<file path="src/rtl/dim_neuron_acc.sv">
// Multi-beat ternary-weight neuron accumulator.
// Add/subtract/skip lane reduction, saturating output, optional ReLU.
module dim_neuron_acc #(
  parameter int ACT_W     = 9,
  parameter int LANES     = 8,
  parameter int NUM_BEATS = 4,
  parameter int ACC_W     = 16,
  parameter int OUT_W     = 12,
  parameter int RELU      = 0
) (
  input  logic                     clk,
  input  logic                     rst,
  input  logic                     in_valid,
  output logic                     in_ready,
  input  logic [LANES*ACT_W-1:0]   in_act,
  input  logic [LANES*2-1:0]       in_wt,
  output logic                     out_valid,
  input  logic                     out_ready,
  output logic signed [OUT_W-1:0]  out_neuron,
  output logic                     out_sat
);

  localparam int CNT_W = (NUM_BEATS > 1) ? $clog2(NUM_BEATS) : 1;
  localparam logic [CNT_W-1:0] LAST = CNT_W'(NUM_BEATS - 1);
  localparam logic signed [ACC_W-1:0] SAT_MAX =
    ACC_W'((1 << (OUT_W - 1)) - 1);
  localparam logic signed [ACC_W-1:0] SAT_MIN = ~SAT_MAX;

  typedef enum logic {
    S_ACC,
    S_HOLD
  } state_e;

  state_e                    state_q, state_d;
  logic signed [ACC_W-1:0]   acc_q, acc_d;
  logic [CNT_W-1:0]          cnt_q, cnt_d;
  logic signed [OUT_W-1:0]   neuron_q, neuron_d;
  logic                      sat_q, sat_d;

  logic signed [ACC_W-1:0]   beat_sum;
  logic signed [ACC_W-1:0]   lane;
  logic signed [ACC_W-1:0]   total;
  logic signed [OUT_W-1:0]   res_val;
  logic                      res_sat;

  // Lane reduction: +1 adds, -1 subtracts, 0 and illegal 2'b10 skip.
  always_comb begin
    beat_sum = '0;
    lane     = '0;
    for (int i = 0; i < LANES; i++) begin
      lane = {{(ACC_W-ACT_W){in_act[i*ACT_W+ACT_W-1]}},
              in_act[i*ACT_W +: ACT_W]};
      case (in_wt[i*2 +: 2])
        2'b01:   beat_sum = beat_sum + lane;
        2'b11:   beat_sum = beat_sum - lane;
        default: beat_sum = beat_sum;
      endcase
    end
  end

  assign total = acc_q + beat_sum;

  // Saturate the final total to OUT_W, then optional ReLU.
  always_comb begin
    res_sat = 1'b0;
    res_val = total[OUT_W-1:0];
    if (total > SAT_MAX) begin
      res_val = SAT_MAX[OUT_W-1:0];
      res_sat = 1'b1;
    end else if (total < SAT_MIN) begin
      res_val = SAT_MIN[OUT_W-1:0];
      res_sat = 1'b1;
    end
    if ((RELU != 0) && res_val[OUT_W-1]) begin
      res_val = '0;
    end
  end

  // Next-state, datapath updates and handshake outputs.
  always_comb begin
    state_d   = state_q;
    acc_d     = acc_q;
    cnt_d     = cnt_q;
    neuron_d  = neuron_q;
    sat_d     = sat_q;
    in_ready  = 1'b0;
    out_valid = 1'b0;
    case (state_q)
      S_ACC: begin
        in_ready = 1'b1;
        if (in_valid) begin
          if (cnt_q == LAST) begin
            neuron_d = res_val;
            sat_d    = res_sat;
            state_d  = S_HOLD;
          end else begin
            acc_d = total;
            cnt_d = cnt_q + 1'b1;
          end
        end
      end
      S_HOLD: begin
        out_valid = 1'b1;
        if (out_ready) begin
          acc_d   = '0;
          cnt_d   = '0;
          state_d = S_ACC;
        end
      end
      default: state_d = S_ACC;
    endcase
  end

  // State register.
  always_ff @(posedge clk) begin
    if (rst) state_q <= S_ACC;
    else     state_q <= state_d;
  end

  // Accumulator, beat counter and registered result.
  always_ff @(posedge clk) begin
    if (rst) begin
      acc_q    <= '0;
      cnt_q    <= '0;
      neuron_q <= '0;
      sat_q    <= 1'b0;
    end else begin
      acc_q    <= acc_d;
      cnt_q    <= cnt_d;
      neuron_q <= neuron_d;
      sat_q    <= sat_d;
    end
  end

  assign out_neuron = neuron_q;
  assign out_sat    = sat_q;

endmodule

</file>
<file path="config.mk">
export PLATFORM = sky130hd
export DESIGN_NAME = dim_neuron_acc
export DESIGN_NICKNAME = d
export VERILOG_FILES = /design/src/rtl/dim_neuron_acc.sv
export SDC_FILE = /design/constraint.sdc
export NUM_CORES = 1
export LEC_CHECK = 0
export BUFFER_PORTS_ARGS = -buffer_cell sky130_fd_sc_hd__buf_2
export CAP_MARGIN = 20
export CELL_PAD_IN_SITES_DETAIL_PLACEMENT = 0
export CELL_PAD_IN_SITES_GLOBAL_PLACEMENT = 2
export CORE_MARGIN = 1
export CORE_UTILIZATION = 35
export CTS_BUF_LIST = sky130_fd_sc_hd__clkbuf_16
export CTS_CLUSTER_SIZE = 40
export DETAILED_ROUTE_END_ITERATION = 8
export PLACE_DENSITY_LB_ADDON = 0.1
export SETUP_SLACK_MARGIN = 0.2
export SYNTH_ARGS = -nofsm -noshare
export SYNTH_HDL_FRONTEND = slang
export SYNTH_SLANG_ARGS = --single-unit
</file>
<file path="constraint.sdc">
create_clock -name clk -period 18.4 [get_ports clk]
set_input_delay 3.68 -clock clk [delete_from_list [all_inputs] [get_ports clk]]
set_output_delay 3.68 -clock clk [all_outputs]
set_load 0.005 [all_outputs]
</file>
* Word level (Yosys, flattened, before mapping) *
Index checks and enable logic that the tools add are counted.

operators by class
  bitwise operators = 1
  multiplexer cells = 26
  order comparisons = 2
  eq/ne operators = 20
  add/subtract/negate cells = 17
  reduce and logical (&&, ||, !) cells = 2

operators by type and width
  operator                                                         count
  one-hot mux 16 bit (2 select lines)                              9
  adder 16 x 9 -> 16 bit                                           7
  subtractor 16 x 9 -> 16 bit                                      7
  2-to-1 mux 16 bit                                                3
  2-to-1 mux 12 bit                                                2
  equality test 2 bit, second input constant                       9
  adder 16 bit                                                     1
  equality test 2 x 1 -> 1 bit, second input constant              8
  greater-than comparator 16 x 12 -> 1 bit, second input constant  1
  less-than comparator 16 x 12 -> 1 bit, second input constant     1
  subtractor 1 x 9 -> 10 bit, first input constant                 1
  2-to-1 mux 1 bit                                                 7
  2-to-1 mux 2 bit                                                 3
  != test 2 bit, second input constant                             3
  AND reduction 3 bit                                              2
  one-hot mux 2 bit (2 select lines)                               1
  adder 2 x 1 -> 2 bit, second input constant                      1
  one-hot mux 1 bit (2 select lines)                               1
  NOT 1 bit                                                        1

word-level totals
  output and inout bits = 15
  register bits = 32
  logic and storage cells = 73

* Logic depth before layout (Yosys ltp) *
  depth in word-level cells = 20
  depth in mapped cells = 67
  mapped depth without buffers = 65

* Least setup slack after synthesis *
Ideal clock, no wire load.

  kind = in2reg
  start = input port in_wt[2]
  end = register neuron_q[10] (netlist: out_neuron[10])
  cell stages on the path = 61
  arrival = 15.988 ns
  path buffers = 5
  path slack = 2.327 ns
  cells stage by stage = buf_6 -> and2_1 -> buf_6 -> clkbuf_1 -> nor2_1 -> xnor2_1 -> ha_1 -> o21ai_0 -> a21o_1 -> o2bb2ai_1 -> maj3_1 -> o21bai_1 -> xor2_1 -> mux2_2 -> ha_1 -> nand3_1 -> a211oi_1 -> mux2_1 -> (+25 left out) -> a311o_1 -> a2111oi_4 -> ha_1 -> a21oi_1 -> o21ai_1 -> xor2_1 -> mux2_2 -> ha_1 -> nand2_1 -> o21ai_0 -> xnor3_1 -> xor2_1 -> xnor2_1 -> xnor3_1 -> xnor2_2 -> buf_2 -> o21ai_1 -> a211oi_1

on the way
  longest elaborated chain between the ends = 18
  elaborated cells on any way between the ends = 26

ends and longest elaborated chain
  item                                                                          RTL line  source
  start, declared                                                               16        input logic [LANES*2-1:0] in_wt,
  equality test 2 bit / equality test 2 x 1 -> 1 bit (equally long branches)    53        case (in_wt[i*2 +: 2])
  one-hot mux 16 bit (2 select lines) *                                         53
  subtractor 16 x 9 -> 16 bit / adder 16 x 9 -> 16 bit (equally long branches)  55, 54
  one-hot mux 16 bit (2 select lines) *                                         53
  subtractor 16 x 9 -> 16 bit / adder 16 x 9 -> 16 bit (equally long branches)  55, 54
  one-hot mux 16 bit (2 select lines) *                                         53
  subtractor 16 x 9 -> 16 bit / adder 16 x 9 -> 16 bit (equally long branches)  55, 54
  one-hot mux 16 bit (2 select lines) *                                         53
  (+2 left out)                                                                 --
  subtractor 16 x 9 -> 16 bit / adder 16 x 9 -> 16 bit (equally long branches)  55, 54
  one-hot mux 16 bit (2 select lines) *                                         53
  subtractor 16 x 9 -> 16 bit / adder 16 x 9 -> 16 bit (equally long branches)  55, 54
  one-hot mux 16 bit (2 select lines) *                                         53
  adder 16 bit *                                                                61        assign total = acc_q + beat_sum;
  less-than comparator 16 x 12 -> 1 bit                                         70        end else if (total < SAT_MIN) begin
  2-to-1 mux 12 bit                                                             70
  2-to-1 mux 12 bit *                                                           67        if (total > SAT_MAX) begin
  end signal, assigned                                                          130       neuron_q <= neuron_d;
  end, declared                                                                 37        logic signed [OUT_W-1:0] neuron_q, neuron_d;

Every way passes the cells marked *; elsewhere a longest branch is shown, timed or not.
A chain may end at the register's enable or synchronous reset.

* Worst setup path after layout *
  start = input port in_act[1]
  end = register neuron_q[0] (netlist: out_neuron[0])

on the way
  longest elaborated chain between the ends = 20
  elaborated cells on any way between the ends = 28

ends and longest elaborated chain
  item                                                                          RTL line  source
  start, declared                                                               15        input logic [LANES*ACT_W-1:0] in_act,
  subtractor 1 x 9 -> 10 bit                                                    55        2'b11: beat_sum = beat_sum - lane;
  one-hot mux 16 bit (2 select lines) *                                         53
  subtractor 16 x 9 -> 16 bit / adder 16 x 9 -> 16 bit (equally long branches)  55, 54
  one-hot mux 16 bit (2 select lines) *                                         53
  subtractor 16 x 9 -> 16 bit / adder 16 x 9 -> 16 bit (equally long branches)  55, 54
  one-hot mux 16 bit (2 select lines) *                                         53
  subtractor 16 x 9 -> 16 bit / adder 16 x 9 -> 16 bit (equally long branches)  55, 54
  one-hot mux 16 bit (2 select lines) *                                         53
  (+4 left out)                                                                 --
  subtractor 16 x 9 -> 16 bit / adder 16 x 9 -> 16 bit (equally long branches)  55, 54
  one-hot mux 16 bit (2 select lines) *                                         53
  subtractor 16 x 9 -> 16 bit / adder 16 x 9 -> 16 bit (equally long branches)  55, 54
  one-hot mux 16 bit (2 select lines) *                                         53
  adder 16 bit *                                                                61
  less-than comparator 16 x 12 -> 1 bit                                         70
  2-to-1 mux 12 bit                                                             70
  2-to-1 mux 12 bit *                                                           67

Marked as above.

==> impl_metrics.toml <==
[routing]
wl_per_cell_um = 15.67
antenna_left = 0
routed_via_density = 5.401
via_count = 10340
drt-total-wl_um = 30010
drc = 0
drt_iter0_drc = 456
drt_first_pass_iters = 5

[critical_path]
crit_type = "in2reg"
crit_path_frequent_cell = "ha_1"
end_kind = "flip-flop"
cp_slowest_cell = "a2111oi_4"
path_buf_inv = 6
cp.arrival_ns = 17.36
crit_family = "compound AO/OA/AOI/OAI gates"
crit_fanout = 14
slowest_delay_ns = 0.44
critPathRequiredTime_ns = 18.56
crit_path_start_kind = "input port"

[clock_network]
clockRootBuffer = "clkbuf_16"
insertion_delay_ns = 0.27
clk_pin_slew_ns = 0.05
cts-buffers-inserted = 5
tritoncts = "done"
cts_max_level = 2
hold_buffers = 0
post_cts_resized = 0
post-cts-setup-buffers = 0
cts_buffer_depth = 2
clock-sinks = 32

[timing]
finClkSkew_ns = 0.003399
final-hold-violation-count = 0
worst_pin_slew_ns = 0.9894
rsz0062_at_grt = "false"
setup_viol = 0
fin_ws_ns = 1.202
period_needed_ns = 17.20
setup_tns_ns = 0
timing.final.crit_share_pct = 93.47
fmax_mhz = 58.15
slew-limit-headroom_pct = 33.80
maxSlewViolCount = 0

[synthesis]
syn-num-nets = 1694
synthDistinctLibCells = 98
ys_seq_area_share_pct = 6.196
ys.flop_type = "dfxtp_1"
synth-async-reset-ratio_pct = 0
syn-cell-area_sq_um = 10340
syn-instance-count = 1470
yosysWarnings = 0
synth-edff-count = 0
yosys_register_bits = 32
syn_avg_cell_area_sq_um = 7.033

[placed_design]
dp_slack_ns = 0.4127
port_buffers = 106
place_congestion = 0.8334
dp_hpwl_um = 25060

[die]
io_pins = 107
die_x_um = 173.9
core_sq_um = 28860
die_area_sq_um = 30230
die_y_um = 173.9
initial_core_util_pct = 35.83
rows = 62

[final_layout]
antennaDiodeCount = 0
drive_gt1_share_pct = 12.54
nFillCells = 3154
mostFrequentLayoutCells = "154 x nor2_1, 123 x ha_1, 119 x a21oi_1, 119 x nand2_1, 106 x buf_2"
nets = 1755
final_common_cell = "nor2_1"
synthToLayoutAreaGrowth_pct = 9.730

[global_routing]
grt.overflow.total = 0
grt_max_degree = 38
antenna_found_initial = 0
track_usage_pct = 19.47
grt_pass1_wl_um = 48900
grt_pass1_vias = 9771

[outcome]
status = "complete, no violations"

[power_and_ir_drop]
ir_worst_vdd_mv = 0.1602
p_leak_uw = 0.005055
power.density_nw_per_um2 = 203.6

[min_path]
hold_class = "reg2reg"

[run]
maxCapViolCount = 0
[area by class of cell]
type                            count  area (sq um)  share of cell area (%)
Timing Repair Buffer              112         579.3                   5.106
Sequential cell                    32         640.6                   5.647
Inverter                          100         375.4                   3.309
Multi-Input combinational cell   1280          9136                   80.53
Clock buffer                        5         125.1                   1.103
Clock inverter                      2         7.507                 0.06617
Tap cell                          384         480.5                   4.235
[worst register-to-register path, stage by stage, from the launching register on]
cell	delay (ns)
dfxtp_1	0.32
ha_1	0.28
a21o_1	0.18
a21oi_1	0.23
nor2b_1	0.10
or4_1	0.44
a31oi_1	0.22
a21oi_1	0.15
nand2_1	0.09
nand2_1	0.06
a21oi_1	0.21
o21ai_0	0.13
xnor3_1	0.38
xor2_1	0.18
xnor2_1	0.21
xnor3_1	0.40
xnor2_2	0.16
buf_4	0.21
a21boi_1	0.09
buf_4	0.18
a2111oi_1	0.37
[cell families after synthesis]
group                      share of synthesized area [%]
muxes                                              7.358
DFF                                                6.196
buffers and inverters                              5.942
adders and majority gates                          16.65
xor gates and xnor gates                           11.69
and+or+nand+nor                                    23.01
AOI/OAI and AO/OA                                  29.15
[final timing paths]
| check | start | to | slack [ns] | cells past startpoint |
|---|---|---|---|---|
| max | in_act[1] | out_neuron[0] | 1.20 | 63 |
| min | acc_q[15] | acc_q[15] | 0.46 | 2 |
| max reg2reg | acc_q[1] | out_neuron[0] | 13.72 | 20 |
| min reg2reg | acc_q[15] | acc_q[15] | 0.46 | 2 |
[power breakdown]
| group | internal, uW | switching, uW |
|---|---|---|
| Clock | 48.3 | 27.2 |
| Combinational | 952 | 1190 |
| Sequential | 83.3 | 6.95 |
| Total | 1080 | 1230 |
[registers in the layout (all words and copies together) (netlist names)]
| register | flops |
|---|---|
| out_sat | 1 |
| cnt_q | 2 |
| state_q | 1 |
| out_neuron | 12 |
| acc_q | 16 |
[per-layer routing]
layer  part of all wire, %  global-route usage (%)
met2                    48                   34.57
met5                     0                       0
met3                   1.9                   1.009
met1                    49                   26.34
met4                  0.92                   2.705
[synthesized netlist by cell type, drive strengths merged (31+ instances only)]
cell type / count / area share, %
mux2: 36 / 3.9
a21oi: 120 / 5.8
mux2i: 32 / 3.2
clkbuf: 44 / 1.6
nor3: 44 / 2.2
dfxtp: 32 / 6.2
inv: 98 / 3.6
o21ai: 99 / 4.8
xnor2: 102 / 8.7
a211oi: 31 / 2.3
nand2: 119 / 4.3
ha: 124 / 15
nor2: 155 / 5.7
[through the flow]
stage | power, uW | hold slack [ns] | area, sq um | util (%) | std cells
floorplan | 1786 | 0.4362 | 10340 | - | 1470
global placement | 2243 | 0.4528 | 11150 | 38.65 | 1907
detailed placement | 2242 | 0.4566 | 11150 | 38.65 | 1907
CTS | 2332 | 0.4648 | 11290 | 39.11 | 1914
global route | 2597 | 0.4888 | 11340 | 39.31 | 1915
finish | 2310 | 0.4630 | 11340 | 39.31 | 1915
(Power assumes the default switching activity.)
